--- config.mk ---
export PLATFORM = sky130hd
export DESIGN_NAME = uart_rx_word_arbiter_flat
export DESIGN_NICKNAME = d
export VERILOG_FILES = /design/src/rtl/uart_rx_word_arbiter_if.sv /design/src/rtl/uart_rx_word_arbiter.sv /design/src/flat_wrapper.sv
export SDC_FILE = /design/constraint.sdc
export NUM_CORES = 1
export LEC_CHECK = 0
export ABC_CLOCK_PERIOD_IN_PS = 2540
export CAP_MARGIN = 5
export CORE_MARGIN = 2
export CORE_UTILIZATION = 35
export DETAILED_ROUTE_END_ITERATION = 10
export DONT_BUFFER_PORTS = 1
export GPL_ROUTABILITY_DRIVEN = 0
export PLACE_DENSITY_LB_ADDON = 0.25
export SYNTH_ARGS = -nofsm -noshare
export SYNTH_HDL_FRONTEND = slang
export SYNTH_SLANG_ARGS = --single-unit
export TNS_END_PERCENT = 10
--- constraint.sdc ---
create_clock -name clk -period 2.54 [get_ports clk]
set_input_delay 0.508 -clock clk [delete_from_list [all_inputs] [get_ports clk]]
set_output_delay 0.508 -clock clk [all_outputs]
set_load 0.1 [all_outputs]
--- src/rtl/uart_rx_word_arbiter_if.sv ---
// Bundle between the UART RX word arbiter, the RX byte FIFO and its two requesters.
// The slave modport is the arbiter's view; the master modport drives FIFO and requester inputs.
// The signal names match the arbiter's external port names so the wiring reads one-to-one.
interface uart_rx_word_arbiter_if;
  // FIFO read side
  logic        fifo_rd_en;
  logic [7:0]  fifo_dout;
  logic        fifo_valid;
  logic        fifo_empty;
  // Ownership switch
  logic        loader_done;
  // Loader port (words only)
  logic        ldr_req;
  logic        ldr_ack;
  logic [31:0] ldr_data;
  // Core port (byte or word)
  logic        core_req;
  logic        core_word;
  logic        core_ack;
  logic [31:0] core_data;
  // Status
  logic        busy;
  logic [31:0] rx_byte_count;
  logic        err_spurious;

  modport slave (
    output fifo_rd_en,
    input  fifo_dout,
    input  fifo_valid,
    input  fifo_empty,
    input  loader_done,
    input  ldr_req,
    output ldr_ack,
    output ldr_data,
    input  core_req,
    input  core_word,
    output core_ack,
    output core_data,
    output busy,
    output rx_byte_count,
    output err_spurious
  );

  modport master (
    input  fifo_rd_en,
    output fifo_dout,
    output fifo_valid,
    output fifo_empty,
    output loader_done,
    output ldr_req,
    input  ldr_ack,
    input  ldr_data,
    output core_req,
    output core_word,
    input  core_ack,
    input  core_data,
    input  busy,
    input  rx_byte_count,
    input  err_spurious
  );
endinterface

--- src/rtl/uart_rx_word_arbiter.sv ---
// Sole reader of the UART RX byte FIFO; assembles popped bytes little-endian and serves loader or core.
// Latency: grant + 3 cycles per byte + 1 to the one-cycle ack (word of 4 bytes: 13 cycles after grant).
// Backpressure: one outstanding pop at a time; stalls in ISSUE while the FIFO is empty, no timeout in WAIT.
module uart_rx_word_arbiter #(
  parameter int WORD_BYTES = 4
) (
  input logic                 clk,
  input logic                 rstn,
  uart_rx_word_arbiter_if.slave bus
);

  typedef enum logic [1:0] {
    ST_IDLE    = 2'd0,
    ST_ISSUE   = 2'd1,
    ST_WAIT    = 2'd2,
    ST_DELIVER = 2'd3
  } state_t;

  typedef enum logic {
    OWN_LDR  = 1'b0,
    OWN_CORE = 1'b1
  } owner_t;

  localparam logic [2:0] WB = 3'(WORD_BYTES);

  state_t      state_q, state_d;
  owner_t      owner_q, owner_d;
  logic [2:0]  target_q, target_d;
  logic [2:0]  cnt_q, cnt_d;
  logic [31:0] asm_q, asm_d;
  logic        rd_en_q, rd_en_d;
  logic        ldr_ack_q, ldr_ack_d;
  logic        core_ack_q, core_ack_d;
  logic [31:0] ldr_data_q, ldr_data_d;
  logic [31:0] core_data_q, core_data_d;
  logic        busy_q, busy_d;
  logic [31:0] rx_byte_count_q, rx_byte_count_d;
  logic        err_spurious_q, err_spurious_d;

  // Next-state and registered-output computation; the grant is taken only in IDLE and then held.
  always_comb begin
    state_d         = state_q;
    owner_d         = owner_q;
    target_d        = target_q;
    cnt_d           = cnt_q;
    asm_d           = asm_q;
    rd_en_d         = 1'b0;
    ldr_ack_d       = 1'b0;
    core_ack_d      = 1'b0;
    ldr_data_d      = ldr_data_q;
    core_data_d     = core_data_q;
    rx_byte_count_d = rx_byte_count_q;
    // A byte arriving when no pop is outstanding is dropped and flagged forever.
    err_spurious_d  = err_spurious_q | (bus.fifo_valid && (state_q != ST_WAIT));

    case (state_q)
      ST_IDLE: begin
        // Only the port that owns the FIFO under the current loader_done can be granted.
        if (bus.ldr_req && !bus.loader_done) begin
          owner_d  = OWN_LDR;
          target_d = WB;
          state_d  = ST_ISSUE;
        end else if (bus.core_req && bus.loader_done) begin
          owner_d  = OWN_CORE;
          target_d = bus.core_word ? WB : 3'd1;
          state_d  = ST_ISSUE;
        end
      end
      ST_ISSUE: begin
        if (!bus.fifo_empty) begin
          rd_en_d = 1'b1;
          state_d = ST_WAIT;
        end
      end
      ST_WAIT: begin
        if (bus.fifo_valid) begin
          asm_d[{cnt_q[1:0], 3'b000} +: 8] = bus.fifo_dout;
          cnt_d           = cnt_q + 3'd1;
          rx_byte_count_d = rx_byte_count_q + 32'd1;
          if ((cnt_q + 3'd1) == target_q) begin
            // Ack and data are registered so they appear together during DELIVER.
            state_d = ST_DELIVER;
            if (owner_q == OWN_LDR) begin
              ldr_ack_d  = 1'b1;
              ldr_data_d = asm_d;
            end else begin
              core_ack_d  = 1'b1;
              core_data_d = asm_d;
            end
          end else begin
            state_d = ST_ISSUE;
          end
        end
      end
      ST_DELIVER: begin
        cnt_d   = 3'd0;
        asm_d   = 32'd0;
        state_d = ST_IDLE;
      end
      default: begin
        state_d = ST_IDLE;
      end
    endcase

    busy_d = (state_d != ST_IDLE);
  end

  // State and output registers; reset aborts any transaction and drops the pop strobe at once.
  always_ff @(posedge clk or negedge rstn) begin
    if (!rstn) begin
      state_q         <= ST_IDLE;
      owner_q         <= OWN_LDR;
      target_q        <= 3'd0;
      cnt_q           <= 3'd0;
      asm_q           <= 32'd0;
      rd_en_q         <= 1'b0;
      ldr_ack_q       <= 1'b0;
      core_ack_q      <= 1'b0;
      ldr_data_q      <= 32'd0;
      core_data_q     <= 32'd0;
      busy_q          <= 1'b0;
      rx_byte_count_q <= 32'd0;
      err_spurious_q  <= 1'b0;
    end else begin
      state_q         <= state_d;
      owner_q         <= owner_d;
      target_q        <= target_d;
      cnt_q           <= cnt_d;
      asm_q           <= asm_d;
      rd_en_q         <= rd_en_d;
      ldr_ack_q       <= ldr_ack_d;
      core_ack_q      <= core_ack_d;
      ldr_data_q      <= ldr_data_d;
      core_data_q     <= core_data_d;
      busy_q          <= busy_d;
      rx_byte_count_q <= rx_byte_count_d;
      err_spurious_q  <= err_spurious_d;
    end
  end

  assign bus.fifo_rd_en    = rd_en_q;
  assign bus.ldr_ack       = ldr_ack_q;
  assign bus.ldr_data      = ldr_data_q;
  assign bus.core_ack      = core_ack_q;
  assign bus.core_data     = core_data_q;
  assign bus.busy          = busy_q;
  assign bus.rx_byte_count = rx_byte_count_q;
  assign bus.err_spurious  = err_spurious_q;

endmodule

--- src/flat_wrapper.sv ---
// flat-port wrapper written by rule: the top's interface ports become plain ports
module uart_rx_word_arbiter_flat 
#(
  parameter int WORD_BYTES = 4
)
  (clk, rstn, bus_fifo_rd_en, bus_fifo_dout, bus_fifo_valid, bus_fifo_empty, bus_loader_done, bus_ldr_req, bus_ldr_ack, bus_ldr_data, bus_core_req, bus_core_word, bus_core_ack, bus_core_data, bus_busy, bus_rx_byte_count, bus_err_spurious);
  uart_rx_word_arbiter_if bus_i ();
  input logic clk;
  input logic rstn;
  output wire logic [$bits(bus_i.fifo_rd_en)-1:0] bus_fifo_rd_en;
  input wire logic [$bits(bus_i.fifo_dout)-1:0] bus_fifo_dout;
  input wire logic [$bits(bus_i.fifo_valid)-1:0] bus_fifo_valid;
  input wire logic [$bits(bus_i.fifo_empty)-1:0] bus_fifo_empty;
  input wire logic [$bits(bus_i.loader_done)-1:0] bus_loader_done;
  input wire logic [$bits(bus_i.ldr_req)-1:0] bus_ldr_req;
  output wire logic [$bits(bus_i.ldr_ack)-1:0] bus_ldr_ack;
  output wire logic [$bits(bus_i.ldr_data)-1:0] bus_ldr_data;
  input wire logic [$bits(bus_i.core_req)-1:0] bus_core_req;
  input wire logic [$bits(bus_i.core_word)-1:0] bus_core_word;
  output wire logic [$bits(bus_i.core_ack)-1:0] bus_core_ack;
  output wire logic [$bits(bus_i.core_data)-1:0] bus_core_data;
  output wire logic [$bits(bus_i.busy)-1:0] bus_busy;
  output wire logic [$bits(bus_i.rx_byte_count)-1:0] bus_rx_byte_count;
  output wire logic [$bits(bus_i.err_spurious)-1:0] bus_err_spurious;
  assign bus_fifo_rd_en = bus_i.fifo_rd_en;
  assign bus_i.fifo_dout = bus_fifo_dout;
  assign bus_i.fifo_valid = bus_fifo_valid;
  assign bus_i.fifo_empty = bus_fifo_empty;
  assign bus_i.loader_done = bus_loader_done;
  assign bus_i.ldr_req = bus_ldr_req;
  assign bus_ldr_ack = bus_i.ldr_ack;
  assign bus_ldr_data = bus_i.ldr_data;
  assign bus_i.core_req = bus_core_req;
  assign bus_i.core_word = bus_core_word;
  assign bus_core_ack = bus_i.core_ack;
  assign bus_core_data = bus_i.core_data;
  assign bus_busy = bus_i.busy;
  assign bus_rx_byte_count = bus_i.rx_byte_count;
  assign bus_err_spurious = bus_i.err_spurious;
  uart_rx_word_arbiter #(.WORD_BYTES(WORD_BYTES)) u_core (.clk(clk), .rstn(rstn), .bus(bus_i));
endmodule
==> summary.txt <==
Critical path
  • Critical Path End Type: flip-flop
  • CP required: 2.84 ns
  • WP data arrival: 2.42 ns
  • Critical path peak fanout: 33
  • Startpoint types: flip-flop
  • Critical path's top delay family: simple AND/OR/NAND/NOR gates
  • Worst Path Buf+Inv: 2
  • CP cell instances: inv_1, ha_1, nor2_1, nand2_2, nor3_4, buf_12, mux2_2
  • Critical path's slowest cell: dfrtp_1
  • Crit path largest cell delay: 0.39 ns
  • WS Path Type: flip-flop to flip-flop

Cells and area
  • Area growth, synth to finish: 17.0%
  • Layout cells sized above 1: 24.6%
  • Commonest non-fill, non-tap cells in the layout: dfrtp_1, nand2_1, mux2_2, buf_4, inv_1
  • Most common cell after layout, fill and taps aside: dfrtp_1
  • Final cell area excluding filler cells: 0.00725 mm2
  • Nets: 579
  • Antenna diodes: 0
  • # fillers: 1651

CTS
  • Sink Count: 141
  • Clock root cell: clkbuf_16
  • Number of setup buffers added after CTS: 0
  • Post-cts resize count: 0
  • Clock Latency Late Sink: 0.42 ns
  • H-tree Lvls: 4
  • CTS max path bufs: 2
  • Worst-path clk slew: 0.06 ns
  • Cts bufs inserted: 17
  • CTS tree: yes

Drt
  • Via Count: 3981
  • DRT antenna net count: 0
  • DRT iter0 DRCs: 292
  • Drt drc: 0
  • Routed vias/inst: 5.01
  • Final wirelength: 14400 um
  • Drt first pass iters: 4
  • Routed wire per std cell: 18.2 um

Pwr
  • PwrDens: 1050 mW/mm2
  • Sw Share: 38.4%
  • Maximum vdd drop: 0.000521 V
  • Psw: 2.91 mW
  • Power share of the sequential group: 46.2%
  • Clock network power share: 34.5%
  • Comb power frac: 19.3%
  • Leak: 3.46 nW
  • P_int: 4.67 mW

Yosys
  • Yosys cell types: 40
  • Register area share after synthesis: 56.9%
  • Post-Syn Instances: 526
  • Synth Cell Area: 0.00620 mm2
  • Post-Syn Area per Cell: 11.8 um2
  • YS warnings: 0
  • Post-synth net total: 548
  • Seq cells post-synth: 141

Timing
  • Setup repair after global routing missed its margin: no
  • Measured slew at the worst slew-check pin: 0.937 ns
  • Maximum clock rate: 470 MHz
  • Fin crit share: 83.8%
  • Final Critical Period: 2.13 ns
  • Final setup viols: 0
  • Fin. Hold Viols: 141
  • Slew Limit Fails: 0
  • WHS: -0.211 ns
  • Slew HR: 37.6%
  • Layout Skew: 0.00746 ns
  • Setup_tns: 0 ns

GRT
  • Total global routing overflow: 0
  • Largest net degree at the start of global routing: 142
  • Initial antenna violation count: 0
  • Vias in the first global route: 4166
  • Global Route Usage Sum: 16.1%
  • First-pass GRT wire length: 22900 um

Status
  • Violated checks: hold timing
  • Status: finished with violations

Place
  • Hpwl dp: 9660 um
  • I/O Buffers: 0
  • Placed Area: 0.00663 mm2

Die
  • Core Box Area: 0.0173 mm2
  • Die area: 0.0188 mm2
  • Num rows: 48
  • I/O pins: 117
  • Starting Density: 35.8%
  • Die Ht: 137 um
  • Die extent in x: 137 um

Hold path
  • Hold WC Path Type: input port to async pin

Flow run
  • Max-cap viol count: 0
area by class of cell:
class | count | area (um2) | area share (%)
multi-input combinational | 317 | 2340 | 32.2
timing repair buffer | 42 | 340 | 4.69
sequential | 141 | 3530 | 48.6
clock inverter | 9 | 134 | 1.85
inverter | 38 | 143 | 1.97
tap | 225 | 282 | 3.88
clock buffer | 23 | 488 | 6.73
cells in the mapped netlist (all sizes together):
library cell  number  area [um2]
and4               4        35.0
nor2              10        45.0
nor3b              1        7.51
nand3             13        65.1
buf               24         166
ha                 6        75.1
and2b              1        10.0
a22oi              1        7.51
and4bb             1        12.5
mux2i              1        10.0
xnor2             26         228
nand2b             1        6.26
xor2               8        70.1
a22o              33         289
a21oi              5        25.0
or3                1        6.26
clkbuf             6        22.5
nor3               6        56.3
dfrtp            141        3530
nand3b             1        7.51
nor2b              1        6.26
and2               5        31.3
o21a               1        7.51
nand2             62         235
inv               38         143
o21ai             35         175
a21o               5        37.5
mux2              64         721
and3              12        75.1
nand4              5        31.3
o22ai              4        25.0
o21bai             1        7.51
and4b              3        30.0
layer usage:
layer | share of wire [%] | vias to the layer above | wire length (um) | track usage (%)
li1 | - | 1856 | - | -
met1 | 45 | 1985 | 6430 | 20.6
met2 | 45 | 120 | 6560 | 24.3
met3 | 8.1 | 20 | 1170 | 6.67
met4 | 1.9 | 0 | 276 | 6.36
met5 | 0 | - | 0 | 0
final timing paths:
kind                                         startpoint                                   to  slack [ns]  depth (start not counted)
max                         u_core.cnt_q[0]$_DFFE_PN0P_  u_core.bus.ldr_data[31]$_DFFE_PN0P_        0.41                          7
min                                                rstn       u_core.target_q[0]$_DFFE_PN0P_       -0.21                          0
max reg2reg                 u_core.cnt_q[0]$_DFFE_PN0P_  u_core.bus.ldr_data[31]$_DFFE_PN0P_        0.41                          7
min reg2reg                u_core.asm_q[30]$_DFFE_PN0P_         u_core.asm_q[30]$_DFFE_PN0P_        0.50                          1
max in group asynchronous                          rstn          u_core.asm_q[2]$_DFFE_PN0P_        2.49                          0
min in group clk                         bus_fifo_empty      u_core.bus.fifo_rd_en$_DFF_PN0_        0.17                          1
worst register-to-register path: stages (launching register included):
cell,delay [ns]
dfrtp_1,0.39
inv_1,0.11
ha_1,0.40
nor2_1,0.16
nand2_2,0.12
nor3_4,0.22
buf_12,0.25
mux2_2,0.37
logic make-up (layout without fill, tap and decap cells):
| logic type | count (synthesis) | count (layout) | share of synthesized area [%] |
|---|---|---|---|
| adders and majority gates | 6 | 6 | 1.21 |
| buffers and inverters | 68 | 112 | 5.35 |
| xor gates and xnor gates | 34 | 34 | 4.80 |
| and+or+nand+nor | 127 | 127 | 10.7 |
| DFF | 141 | 141 | 56.9 |
| AOI/OAI and AO/OA | 85 | 85 | 9.27 |
| muxes | 65 | 65 | 11.8 |
through the flow:
stage               util [%]  cells  total power, mW  setup WS (ns)
finish                  41.9    795             7.59          0.413
global route            41.9    795             7.92          0.284
CTS                     41.9    795             7.66          0.404
detailed placement      38.3    763             5.01          0.426
global placement        38.3    763             4.97          0.486
floorplan                  -    526             4.63          0.198
sequential cells by signal, summed over array words and instances, names as in the netlist:
register                  flops
u_core.bus.fifo_rd_en         1
u_core.bus.ldr_ack            1
u_core.bus.ldr_data          32
u_core.bus.core_ack           1
u_core.asm_q                 32
u_core.target_q               2
u_core.cnt_q                  3
u_core.state_q                2
u_core.bus.err_spurious       1
u_core.bus.core_data         32
u_core.owner_q                1
u_core.bus.busy               1
u_core.bus.rx_byte_count     32
power by group through the flow:
stage / sequential, mW / combinational [mW] / clock (mW)
after global placement: 3.54 / 1.44 / 0
after CTS: 3.51 / 1.47 / 2.68
after global routing: 3.55 / 1.61 / 2.77
after detailed placement: 3.55 / 1.46 / 0
after floorplan: 3.72 / 0.908 / 0
final: 3.50 / 1.47 / 2.61
(Power assumes the default switching activity.)
